### src/rtl/vmu_operand_seq_pkg.sv
// Shared types and constants for the VMU operand sequencer.
// Lane width and lane count fall back to local values when no shared define is present.
`ifndef VMU_DATA_WIDTH
`define VMU_DATA_WIDTH 8
`endif
`ifndef VMU_OP_NUM
`define VMU_OP_NUM 4
`endif

package vmu_operand_seq_pkg;

    localparam int unsigned VMU_SRC_NUM = 6;
    localparam int unsigned SEL_W       = 3;

    typedef enum logic [1:0] {
        StIdle  = 2'd0,
        StRun   = 2'd1,
        StDrain = 2'd2
    } seq_state_e;

    // Selects past the last mux source are accepted but flagged on completion.
    function automatic logic sel_invalid(input logic [SEL_W-1:0] sel);
        return 32'(sel) >= VMU_SRC_NUM;
    endfunction

endpackage

### src/rtl/vmu_skid_buf.sv
// Two-entry FIFO between the operand mux capture and the VMU stream.
// Head entry is visible combinationally; push and pop may coincide at any occupancy.
module vmu_skid_buf #(
    parameter int unsigned Width = 33
) (
    input  logic             clk_i,
    input  logic             rst_i,
    input  logic             push_i,
    input  logic [Width-1:0] wdata_i,
    input  logic             pop_i,
    output logic [Width-1:0] rdata_o,
    output logic             full_o,
    output logic             empty_o
);

    logic [Width-1:0] mem_q [2];
    logic             wr_ptr_q;
    logic             rd_ptr_q;
    logic [1:0]       cnt_q;
    logic             do_push;
    logic             do_pop;

    assign full_o  = (cnt_q == 2'd2);
    assign empty_o = (cnt_q == 2'd0);
    assign do_pop  = pop_i && !empty_o;
    // When full, a push only lands if the head leaves in the same cycle.
    assign do_push = push_i && (!full_o || do_pop);
    assign rdata_o = mem_q[rd_ptr_q];

    always_ff @(posedge clk_i) begin
        if (do_push) begin
            mem_q[wr_ptr_q] <= wdata_i;
        end
    end

    always_ff @(posedge clk_i) begin
        if (rst_i) begin
            wr_ptr_q <= 1'b0;
            rd_ptr_q <= 1'b0;
            cnt_q    <= 2'd0;
        end else begin
            if (do_push) begin
                wr_ptr_q <= ~wr_ptr_q;
            end
            if (do_pop) begin
                rd_ptr_q <= ~rd_ptr_q;
            end
            case ({do_push, do_pop})
                2'b10:   cnt_q <= cnt_q + 2'd1;
                2'b01:   cnt_q <= cnt_q - 2'd1;
                default: cnt_q <= cnt_q;
            endcase
        end
    end

endmodule

### src/rtl/vmu_operand_seq.sv
// Operand sequencer: walks one command's beats out of the six-source operand mux
// and streams them to the VMU through a two-entry skid buffer.
`ifndef VMU_DATA_WIDTH
`define VMU_DATA_WIDTH 8
`endif
`ifndef VMU_OP_NUM
`define VMU_OP_NUM 4
`endif

module vmu_operand_seq
    import vmu_operand_seq_pkg::*;
#(
    parameter int unsigned DATA_W = `VMU_DATA_WIDTH,
    parameter int unsigned OP_NUM = `VMU_OP_NUM,
    parameter int unsigned LEN_W  = 8
) (
    input  logic                     clk,
    input  logic                     rst,
    input  logic                     cmd_valid,
    output logic                     cmd_ready,
    input  logic [SEL_W-1:0]         cmd_sel,
    input  logic [LEN_W-1:0]         cmd_len,
    output logic                     data_mux_en,
    output logic [SEL_W-1:0]         data_sel,
    input  logic [DATA_W*OP_NUM-1:0] mux_data,
    output logic                     src_rd,
    output logic                     out_valid,
    input  logic                     out_ready,
    output logic [DATA_W*OP_NUM-1:0] out_data,
    output logic                     out_last,
    output logic                     done,
    output logic                     err,
    output logic                     busy
);

    localparam int unsigned BeatW = DATA_W * OP_NUM;

    seq_state_e       state_q;
    logic [SEL_W-1:0] sel_q;
    logic [LEN_W-1:0] len_q;
    logic [LEN_W-1:0] cnt_q;
    logic             done_q;
    logic             err_q;

    logic             buf_full;
    logic             buf_empty;
    logic [BeatW:0]   buf_rdata;
    logic             pop;
    logic             capture;
    logic             cap_last;

    assign pop      = !buf_empty && out_ready;
    assign capture  = (state_q == StRun) && (!buf_full || pop);
    assign cap_last = (cnt_q == len_q - LEN_W'(1));

    vmu_skid_buf #(
        .Width (BeatW + 1)
    ) u_skid_buf (
        .clk_i   (clk),
        .rst_i   (rst),
        .push_i  (capture),
        .wdata_i ({cap_last, mux_data}),
        .pop_i   (pop),
        .rdata_o (buf_rdata),
        .full_o  (buf_full),
        .empty_o (buf_empty)
    );

    // The done cycle is kept out of acceptance so completions never overlap a new command.
    assign cmd_ready   = (state_q == StIdle) && !done_q;
    assign busy        = (state_q != StIdle);
    assign data_mux_en = (state_q == StRun);
    assign data_sel    = sel_q;
    assign src_rd      = capture;
    assign out_valid   = !buf_empty;
    assign out_data    = out_valid ? buf_rdata[BeatW-1:0] : '0;
    assign out_last    = out_valid && buf_rdata[BeatW];
    assign done        = done_q;
    assign err         = err_q;

    always_ff @(posedge clk) begin
        if (rst) begin
            state_q <= StIdle;
            sel_q   <= '0;
            len_q   <= '0;
            cnt_q   <= '0;
            done_q  <= 1'b0;
            err_q   <= 1'b0;
        end else begin
            done_q <= 1'b0;
            err_q  <= 1'b0;
            case (state_q)
                StIdle: begin
                    if (cmd_valid && cmd_ready) begin
                        sel_q <= cmd_sel;
                        len_q <= cmd_len;
                        cnt_q <= '0;
                        if (cmd_len == '0) begin
                            done_q <= 1'b1;
                            err_q  <= sel_invalid(cmd_sel);
                        end else begin
                            state_q <= StRun;
                        end
                    end
                end
                StRun: begin
                    if (capture) begin
                        cnt_q <= cnt_q + LEN_W'(1);
                        if (cap_last) begin
                            state_q <= StDrain;
                        end
                    end
                end
                StDrain: begin
                    if (pop && out_last) begin
                        state_q <= StIdle;
                        done_q  <= 1'b1;
                        err_q   <= sel_invalid(sel_q);
                    end
                end
                default: state_q <= StIdle;
            endcase
        end
    end

endmodule

### config.mk
export PLATFORM = sky130hd
export DESIGN_NAME = vmu_operand_seq
export DESIGN_NICKNAME = d
export VERILOG_FILES = /design/src/rtl/vmu_operand_seq_pkg.sv /design/src/rtl/vmu_skid_buf.sv /design/src/rtl/vmu_operand_seq.sv
export SDC_FILE = /design/constraint.sdc
export NUM_CORES = 1
export LEC_CHECK = 0
export ABC_AREA = 0
export CORE_ASPECT_RATIO = 0.9
export CORE_MARGIN = 5
export CORE_UTILIZATION = 26
export DETAILED_ROUTE_END_ITERATION = 8
export HOLD_SLACK_MARGIN = 0.03
export SYNTH_ARGS = -nofsm -noshare
export SYNTH_HDL_FRONTEND = slang
export SYNTH_SLANG_ARGS = --single-unit
### constraint.sdc
create_clock -name clk -period 2.5 [get_ports clk]
set_input_delay 0.375 -clock clk [delete_from_list [all_inputs] [get_ports clk]]
set_output_delay 0.375 -clock clk [all_outputs]
set_load 0.01 [all_outputs]
==> results.md, run 1 <==
- Relative to the synthesized area, the layout overhead comes to 37.14%.
- For this block, the initial DRC count from the detailed router was between 150 and 200.
- The number of global-route vias before repair is approximately 2700.
- In this run the horizontal extent of the chip is roughly 140 um.
- The initial core utilization is roughly a quarter.
- The number of antenna violations at the first check in global routing was 0.
- For the final database, setup skew stands at about 0.0091 ns.
- The number of maximum-capacitance violations is 0.
- The cell count after placement is between 600 and 700.
- The number of cells produced by synthesis is 330.
- The clock tree from TritonCTS is yes.
- The switching share of power is around 29%.
- The synthesized netlist contains between 40 and 50 unique library cells.
- Ranked by total cell area, the synthesized netlist is headed by edfxtp_1 49%, dfxtp_1 14%, mux2i_1 8.2%.
- The number of buffers inserted during clock tree synthesis is 9.
- The number of nets produced by synthesis is 380.
- The detail route stage leaves a number of antenna-violating nets equal to 0.
- The clock period minus worst slack is around 2.4 ns.
- The yosys synthesis warning count is 0.
- The number of max-slew violations in the final report is 0.
- Counting both buffers and inverters, the worst setup path holds a total of 3.
- The worst-case clock buffer depth is 2.
- The sequential cells in the finished layout cover a total of 0.002546 mm^2.
- The maximum fanout count along the critical path is 5.
- Once detailed placement completed, the half-perimeter wirelength came to around 6.2 mm.
- The maximum clock frequency is roughly 0.42 GHz.
- The power density relative to cell area is between 800 and 900 mW/mm^2.
- In the final layout, the multi-input gates occupy roughly 0.0014 mm^2.
- The critical path class is input port to output port.
- The worst slew margin relative to its limit is 34.84%.
- The run finished with clean final reports.
- The total standard cell area after synthesis is roughly 0.004 mm^2.
- After detailed routing, the total wire length is around 8.7 mm.
- The slowest stage of the critical path is the clkdlybuf4s50_1 cell.
- STA puts the critical path data arrival time at 2.02 ns.
- The count of endpoints failing hold in the final timing report is 0.
- The number of I/O port buffers is just under 90.
- The net count of the finished layout is roughly 470.
- Measured along the y axis, the die boundary spans ~130 um.
- The total number of vias is ~2700.
- The global-route usage over all layers is approximately a tenth.
- Combinational logic burns 30.4% of the power.
- After detailed routing, the number of remaining DRC violations is 0.
- The layout cell share with drive strength beyond 1 is a little over a tenth.
- The first detailed-routing pass took 4 iterations.
- The fraction of post-synthesis cell area in the top cell type by area is about half.
- The final critical path takes up a little over nine tenths of the cycle.
- The mean post-synth cell area is approximately 12 um^2.
- The leakage dissipation is between 1.5 and 2 nW.
- The kind of launch point of the worst setup path is an input port.
- The number of inserted diodes is 0.
- The pin count of the biggest net entering global routing is 35.
- Setup violations remaining at the end of the flow were counted as 0.
- The worst hold path belongs to the class flop to flop.
- The required time at the worst-slack endpoint is 2.12 ns.
- The transition at the pin with the smallest max-transition slack is 0.9750 ns.
- After synthesis the netlist holds a flip-flop and latch count of between 90 and 100.
- Across the VDD grid, the largest voltage drop is about 0.35 mV.
- The switching component of the power is ~1.4 mW.
- Of the total power, the clock network draws between 20% and 30%.
- The floorplan has 43 rows.
- CTS saw 94 sinks.
- After filler insertion, the fill cell instance count of the layout stands at ~1500.
- The die area is ~0.018 mm^2.
- Setup repair after global routing left no endpoint under its margin.
- The placer's final routability congestion estimate is approximately 0.76.
- The clock input transition at the sequential cells of the worst setup and hold paths is 0.07 ns.
- The level count of the clock H-tree is 3.
- The worst-skew pair later-pin latency is around 0.34 ns.
- The kind of end point of the critical path is an output port.
- The internal power consumption is 3.499 mW.
- Per report_power, the sequential group accounts for 40.3% of the total.
- In this run the count of I/O pins placed on the die edge is 90.
- Summed over all layers, the global routing overflow is 0.
- The worst hold slack across all endpoints is roughly 0.47 ns.
- The CTS root buffer is clkbuf_16.
- The family with the most delay on the worst path is buffers and inverters.
- The core region area is roughly 0.015 mm^2.
- Adding up every negative setup slack in the final design gives 0 ns.
- For this design, the CTS-stage hold fixing added 0 buffers.
- Dividing the detail-routed wire length by the instance count gives 13.72 um.
- The most area-hungry cell type in the Yosys netlist is edfxtp_1.
- The sequential fraction of the synthesis area is 62.79%.
- In this design, the stage delay of the slowest critical-path cell is around 0.52 ns.
- Counting stages on the worst path, the most repeated cell is clkdlybuf4s50_1.
- Traced cell by cell, the critical path runs through clkdlybuf4s50_1 > or3b_1 > nand2_1 > inv_1 > clkdlybuf4s50_1.
- The per-cell via count in the routed design is 4.345.
- Excluding fillers, the count of instances in the completed layout stands at between 600 and 700.
- The global-route wire length before repair is 13.67 mm.
path summary, 6_finish.rpt:
| kind | slack, ns | from | cells past startpoint | end |
|---|---|---|---|---|
| setup / recovery | 0.11 | out_ready | 5 | src_rd |
| hold / removal | 0.47 | data_sel[0] | 2 | data_sel[0] |
| setup reg to reg | 0.21 | len_q[0] | 7 | state_q[0] |
| hold reg to reg | 0.47 | data_sel[0] | 2 | data_sel[0] |
flip-flops by register name (all words and copies together) (netlist names), named ones only:
name	count
u_skid_buf.rd_ptr_q	1
u_skid_buf.wr_ptr_q	1
u_skid_buf.cnt_q	2
cnt_q	8
state_q	2
u_skid_buf.mem_q	66
data_sel	3
done	1
err	1
len_q	8
power by group through the flow:
stage,Sequential (mW),Clock (mW),Combinational [mW]
6_report,1.98,1.44,1.49
5_1_grt,2.00,1.54,1.62
4_1_cts,1.98,1.49,1.51
3_5_place_dp,2.01,0,1.51
3_3_place_gp,2.00,0,1.49
2_1_floorplan,1.94,0,0.832
final cells by class:
type	instances	share of cell area, %
Tap cell	202	4.552
Clock inverter	7	1.690
Multi-Input combinational cell	209	25.28
Clock buffer	9	4.056
Inverter	8	0.5408
Sequential cell	94	45.85
Timing Repair Buffer	102	18.03
cells in the mapped netlist, drive strengths merged:
cell type,count
edfxtp,66
nor2,55
mux2i,33
nand2,31
dfxtp,28
a21oi,15
xnor2,11
clkbuf,10
buf,9
xor2,9
inv,8
nor3,5
nor4b,5
o21ai,5
nand3,4
a211oi,3
ha,3
nand2b,3
or2,3
a2111oi,2
a31oi,2
nand4,2
nor3b,2
nor4,2
o31ai,2
or4,2
a21boi,1
a311oi,1
and2,1
and3,1
nand3b,1
nor2b,1
o21bai,1
o31a,1
or3,1
or3b,1
cells in the final DEF (no fill, tap or decap), drive strengths merged, types with 2 or more instances in the layout:
| master | synthesis | final |
|---|---|---|
| ha | 3 | 3 |
| nor4b | 5 | 5 |
| inv | 8 | 10 |
| clkinv | 0 | 3 |
| nand2 | 31 | 31 |
| dfxtp | 28 | 28 |
| xor2 | 9 | 9 |
| bufinv | 0 | 2 |
| a2111oi | 2 | 2 |
| or4 | 2 | 2 |
| or2 | 3 | 3 |
| a211oi | 3 | 3 |
| nand2b | 3 | 3 |
| nor2 | 55 | 55 |
| o31ai | 2 | 2 |
| mux2i | 33 | 33 |
| nor4 | 2 | 2 |
| clkdlybuf4s50 | 0 | 89 |
| nand3 | 4 | 4 |
| nor3b | 2 | 2 |
| clkbuf | 10 | 9 |
| o21ai | 5 | 5 |
| a31oi | 2 | 2 |
| a21oi | 15 | 15 |
| buf | 9 | 13 |
| nand4 | 2 | 2 |
| nor3 | 5 | 5 |
| edfxtp | 66 | 66 |
| xnor2 | 11 | 11 |
timing repair:
item	4_1_cts	5_1_grt
buffers inserted	0	0
gates resized for setup	0	2
setup endpoints to repair	0	2
worst register-to-register path, cell delays in order, from the launching register on:
cell       delay (ns)
dfxtp_1          0.48
inv_1            0.09
ha_1             0.31
o21bai_1         0.21
a2111oi_2        0.42
a311oi_2         0.09
a2111oi_4        0.44
a31oi_1          0.14
metal layers:
metal	share of wire [%]	vias to the layer above	routed length, um	track usage [%]
met4	0.75	0	65	2.032
li1	-	1359	-	-
met1	47	1293	4085	12.42
met2	44	83	3797	14.70
met3	8.2	7	707	4.088
met5	0	-	0	0
per-stage QoR:
step                      total power, mW  setup slack, ns  utilization [%]  cell area [um^2]
after detailed placement            3.517           0.1190            34.10              5229
after floorplan                     2.774           0.2304                -              4051
after CTS                           4.979          0.05298            36.18              5548
after global routing                5.156          0.03459            36.21              5553
after global placement              3.494          0.09806            34.10              5229
final                               4.905           0.1055            36.21              5553
logic make-up (layout without fill, tap and decap cells):
group,count (synthesis),after routing,synth area share (%)
fa+ha+maj,3,3,0.9272
compound gates,33,33,5.902
flops,94,94,62.79
simple gates,120,120,15.02
xor+xnor,20,20,4.326
buf+inv,27,126,2.874
mux,33,33,8.158
Note: power is estimated with default switching activity, not from simulation.
==> inputs of run 2 (changes only) <==
Settings changed: ABC_CLOCK_PERIOD_IN_PS set to 2500, SYNTH_HIERARCHICAL set to 1.
==> results.md, run 2 <==
- Setup violations remaining at the end of the flow were counted as 0.
- The library cell used most frequently in the layout, excluding fill and tap cells, is clkdlybuf4s50_1.
- In the final layout, the registers with the most flip-flops are u_skid_buf/mem_q (66), cnt_q (8), len_q (8).
- Global routing finished with a remaining overflow of 0.
- The number of antenna violations at the first check in global routing is 0.
- Of the total power, registers draw 45.3%.
- The post-route clock skew is roughly 0.0090 ns.
- At the pin with the least slew margin, the transition time is ~0.60 ns.
- The critical path's most frequent cell is inv_1.
- The worst register-to-register path begins at len_q[0].
- The endpoint identified for the worst register-to-register timing path is state_q[0].
- Counting every sink on the clock net gives 94.
- Buffers inserted during clock tree synthesis total 9.
- Once placement finished, the instance area stood at ~0.0053 mm^2.
- Yosys attributes the largest share of cell area to edfxtp_1 49%, dfxtp_1 14%, mux2_2 8.3%.
- u_skid_buf/mem_q holds more flip-flops than any other register.
- STA classifies the critical path startpoint as a flop.
- In this run the number of H-tree levels came out at 3.
- A synthesized cell averages 12.68 um^2.
- The post-route netlist has roughly 16% of its cells at a drive strength greater than 1.
- The internal power consumption is roughly 3.0 mW.
- The number of cells produced by synthesis is 320.
- The class of the worst hold path is flop to flop.
- The largest total area in the synthesized netlist belongs to edfxtp_1.
- The worst voltage drop across the vdd grid is about 0.33 mV.
- After the first detailed-routing iteration, the DRC count stood at 105.
- The global-route usage over all layers is 10.00%.
- The mapped netlist covers 0.004058 mm^2.
- The initial core utilization is 26.37%.
- The die area is approximately 0.018 mm^2.
- The share of the cycle needed by the critical path after routing is between 90% and 100%.
- The maximum clock frequency is around 0.42 GHz.
- After clock tree synthesis, the clock-pin slew on the worst setup and hold paths is approximately 0.07 ns.
- Traced cell by cell, the critical path runs through nor2_2 > nand2b_1 > inv_1 > o21ai_1 > inv_1 > clkdlybuf4s50_1.
- The library cell with the highest instance count after synthesis is edfxtp_1.
- The tool flagged a number of max-cap violations equal to 0.
- Of the post-synthesis cell area, the dominant cell type holds about half.
- The pin count of the biggest net entering global routing is 35.
- The number of detailed-route iterations in the first pass is 4.
- The family with the most delay on the worst path is buffers and inverters.
- Counting instances, the worst hold path has a depth of 2.
- The count of endpoints failing hold in the final timing report is 0.
- In the final design database the tool counted approximately 460 nets.
- The total half-perimeter wirelength after legalization and detailed placement is a little over 6 mm.
- Data on the critical path is required at its endpoint by between 2 and 2.5 ns.
- STA classifies the critical path endpoint as an output port.
- The setup slack after placement is ~0.10 ns.
- Leaving out filler cells and counting taps, the final layout contains between 600 and 700.
- The clock network accounts for 35.5% of the total power.
- The critical path class is flop to output port.
- The routed wirelength normalized by instance count is between 10 and 15 um.
- The fraction of the core area covered by cells at the end of the flow is between 30% and 40%.
- In this run the count of I/O pins placed on the die edge is 90.
- Once layout is done, the placed cells without fillers occupy 0.005574 mm^2.
- The number of different library cells used by synthesis comes to 44.
- The register with the most flip-flops in the layout has 66 of them.
- The clock period minus worst slack is 2.364 ns.
- The floorplan step set the die width to 141.7 um.
- The number of inserted diodes is 0.
- During placement, the flow inserted port buffers numbering approximately 90.
- The number of nets produced by synthesis is 370.
- For this run, the leading register cell type out of synthesis is edfxtp_1.
- The core region area is between 0.015 and 0.02 mm^2.
- During synthesis, Yosys emitted a total of 6 warnings.
- At the later pin of the worst-skew pair, clock insertion delay measures about 0.35 ns.
- Power spread over the standard cell area amounts to around 720 mW/mm^2.
- Combinational cells account for between 10% and 20% of the total power.
- The sequential fraction of the synthesis area is a little over three fifths.
- The number of global-route vias before repair came to between 2000 and 3000.
- The library cells used most frequently in the layout, excluding fill and tap cells, are 89 x clkdlybuf4s50_1, 66 x edfxtp_1, 34 x nor2b_1, 30 x mux2_2, 29 x nand2_1.
- Measured against its own limit, the worst slew margin works out to around three fifths.
- The die is approximately 130 um tall.
- After detailed routing, the total wire length is between 8 and 9 mm.
- The fraction of registers with async set/reset is 0%.
- The leakage dissipation is between 1.5 and 2 nW.
- The hold path startpoint is data_sel[0].
- The data arrival at the endpoint of the critical path is roughly 2.0 ns.
- The number of max-slew violations in the final report is 0.
- The synthesis-stage register bit count is between 90 and 100.
- The global-route wire length before repair is 14.19 mm.
- The clock passes through at most 2 buffers.
- Together, buffers and inverters on the worst path number 3.
- For the worst flop-to-flop path, the logic depth is 7.
- After floorplanning, the core was divided into 43 placement rows.
- In this design, the stage delay of the slowest critical-path cell is 0.58 ns.
- The clock tree from TritonCTS is yes.
- Fill cells in the final layout number around 1500.
- Summed over all nets, the switching power comes to approximately 1.0 mW.
- The register-to-register setup slack is approximately 0.29 ns.
- Routability-driven placement finished with a final weighted congestion of roughly 0.77.
- Setup repair after global routing left no endpoint under its margin.
- The post-layout worst setup margin is about 0.14 ns.
- The slowest stage of the critical path is the clkdlybuf4s50_1 cell.
- The number of enable-type register cells in the synthesized netlist is 66.
- The run finished with clean final reports.
- After routing, the total negative slack on setup checks comes to 0 ns.
- The per-cell via count in the routed design is 4.341.
- The cell count after placement is around 610.
- The DRC violation count after routing is 0.
- In the synthesized netlist, the cells that appear most often are 66 x edfxtp_1, 34 x nor2b_1, 30 x mux2_2.
- Of the total power, the share spent switching nets is between 20% and 30%.
- In this run the worst path has a maximum fanout of 6.
- The total number of vias is about 2700.
- The area growth from synthesis to layout is 37.37%.
- The worst hold endpoint is data_sel[0].
- The root buffer cell chosen for the clock tree is clkbuf_16.
- In this run the remaining antenna-violating nets after routing total 0.
[run 2: changes by cell type after synthesis, moves of 4 or more]
cell	previous run	this run
mux2i_1	33	0
mux2_2	0	30
nor2_1	55	23
nor2b_1	1	34
nor4b_2	4	0
[run 2: per-stage QoR]
step,hold WS [ns],total power [mW]
final,0.4720,4.007
after global routing,0.4917,4.195
after CTS,0.4692,4.080
after detailed placement,0.4562,2.632
after global placement,0.4510,2.621
after floorplan,0.4441,2.217
[run 2: power groups by stage]
stage                     clock network, mW  logic [mW]  registers, mW
after floorplan                           0       0.385           1.83
after global placement                    0       0.779           1.84
after detailed placement                  0       0.784           1.85
after CTS                              1.48       0.789           1.81
after global routing                   1.53       0.838           1.82
final                                  1.42       0.771           1.81
[run 2: cell families (layout without fill, tap and decap cells)]
kind of cell / Yosys count / after routing / share of synthesized area, %
compound gates: 36 / 36 / 6.260
xor+xnor: 18 / 18 / 3.885
fa+ha+maj: 3 / 3 / 0.9252
buf+inv: 22 / 121 / 2.343
flops: 94 / 94 / 62.66
mux: 34 / 34 / 9.528
simple gates: 113 / 113 / 14.40
[run 2: what timing repair did]
action | in CTS | in global routing
setup endpoints to repair | 1 | 1
buffers inserted | 0 | 0
hold buffers | 0 | 0
gates resized for setup | 1 | 1
[run 2: worst max-delay path by stage]
stage	start	to	slack (ns)	cells after the start
6_report	u_skid_buf/cnt_q[0]	src_rd	0.14	6
5_1_grt	u_skid_buf/cnt_q[0]	src_rd	0.006	6
4_1_cts	u_skid_buf/cnt_q[1]	src_rd	0.11	6
3_5_place_dp	out_ready	u_skid_buf/cnt_q[1]	0.10	9
3_3_place_gp	out_ready	u_skid_buf/cnt_q[1]	0.16	9
2_1_floorplan	u_skid_buf/cnt_q[0]	u_skid_buf/mem_q[0][0]	-0.14	8
[run 2: area by class of cell]
class,count,area [um^2],area share (%)
clock buffer,10,229.0,4.108
timing repair buffer,97,1001,17.96
multi-input combinational,204,1438,25.79
inverter,8,30.03,0.5387
tap,202,252.7,4.534
clock inverter,6,77.57,1.392
sequential,94,2546,45.68
[run 2: worst register-to-register path: cells and delay by family, from the launching register on]
| family | cells | cell delay, ns |
|---|---|---|
| flops | 1 | 0.36 |
| buf+inv | 1 | 0.08 |
| simple gates | 2 | 0.91 |
| fa+ha+maj | 1 | 0.16 |
| compound gates | 3 | 0.55 |
[run 2: per-layer routing]
metal / track usage (%) / part of all wire (%)
met5: 0 / 0
met2: 15.90 / 43
met1: 12.31 / 47
met3: 3.939 / 7.5
met4: 3.837 / 1.6
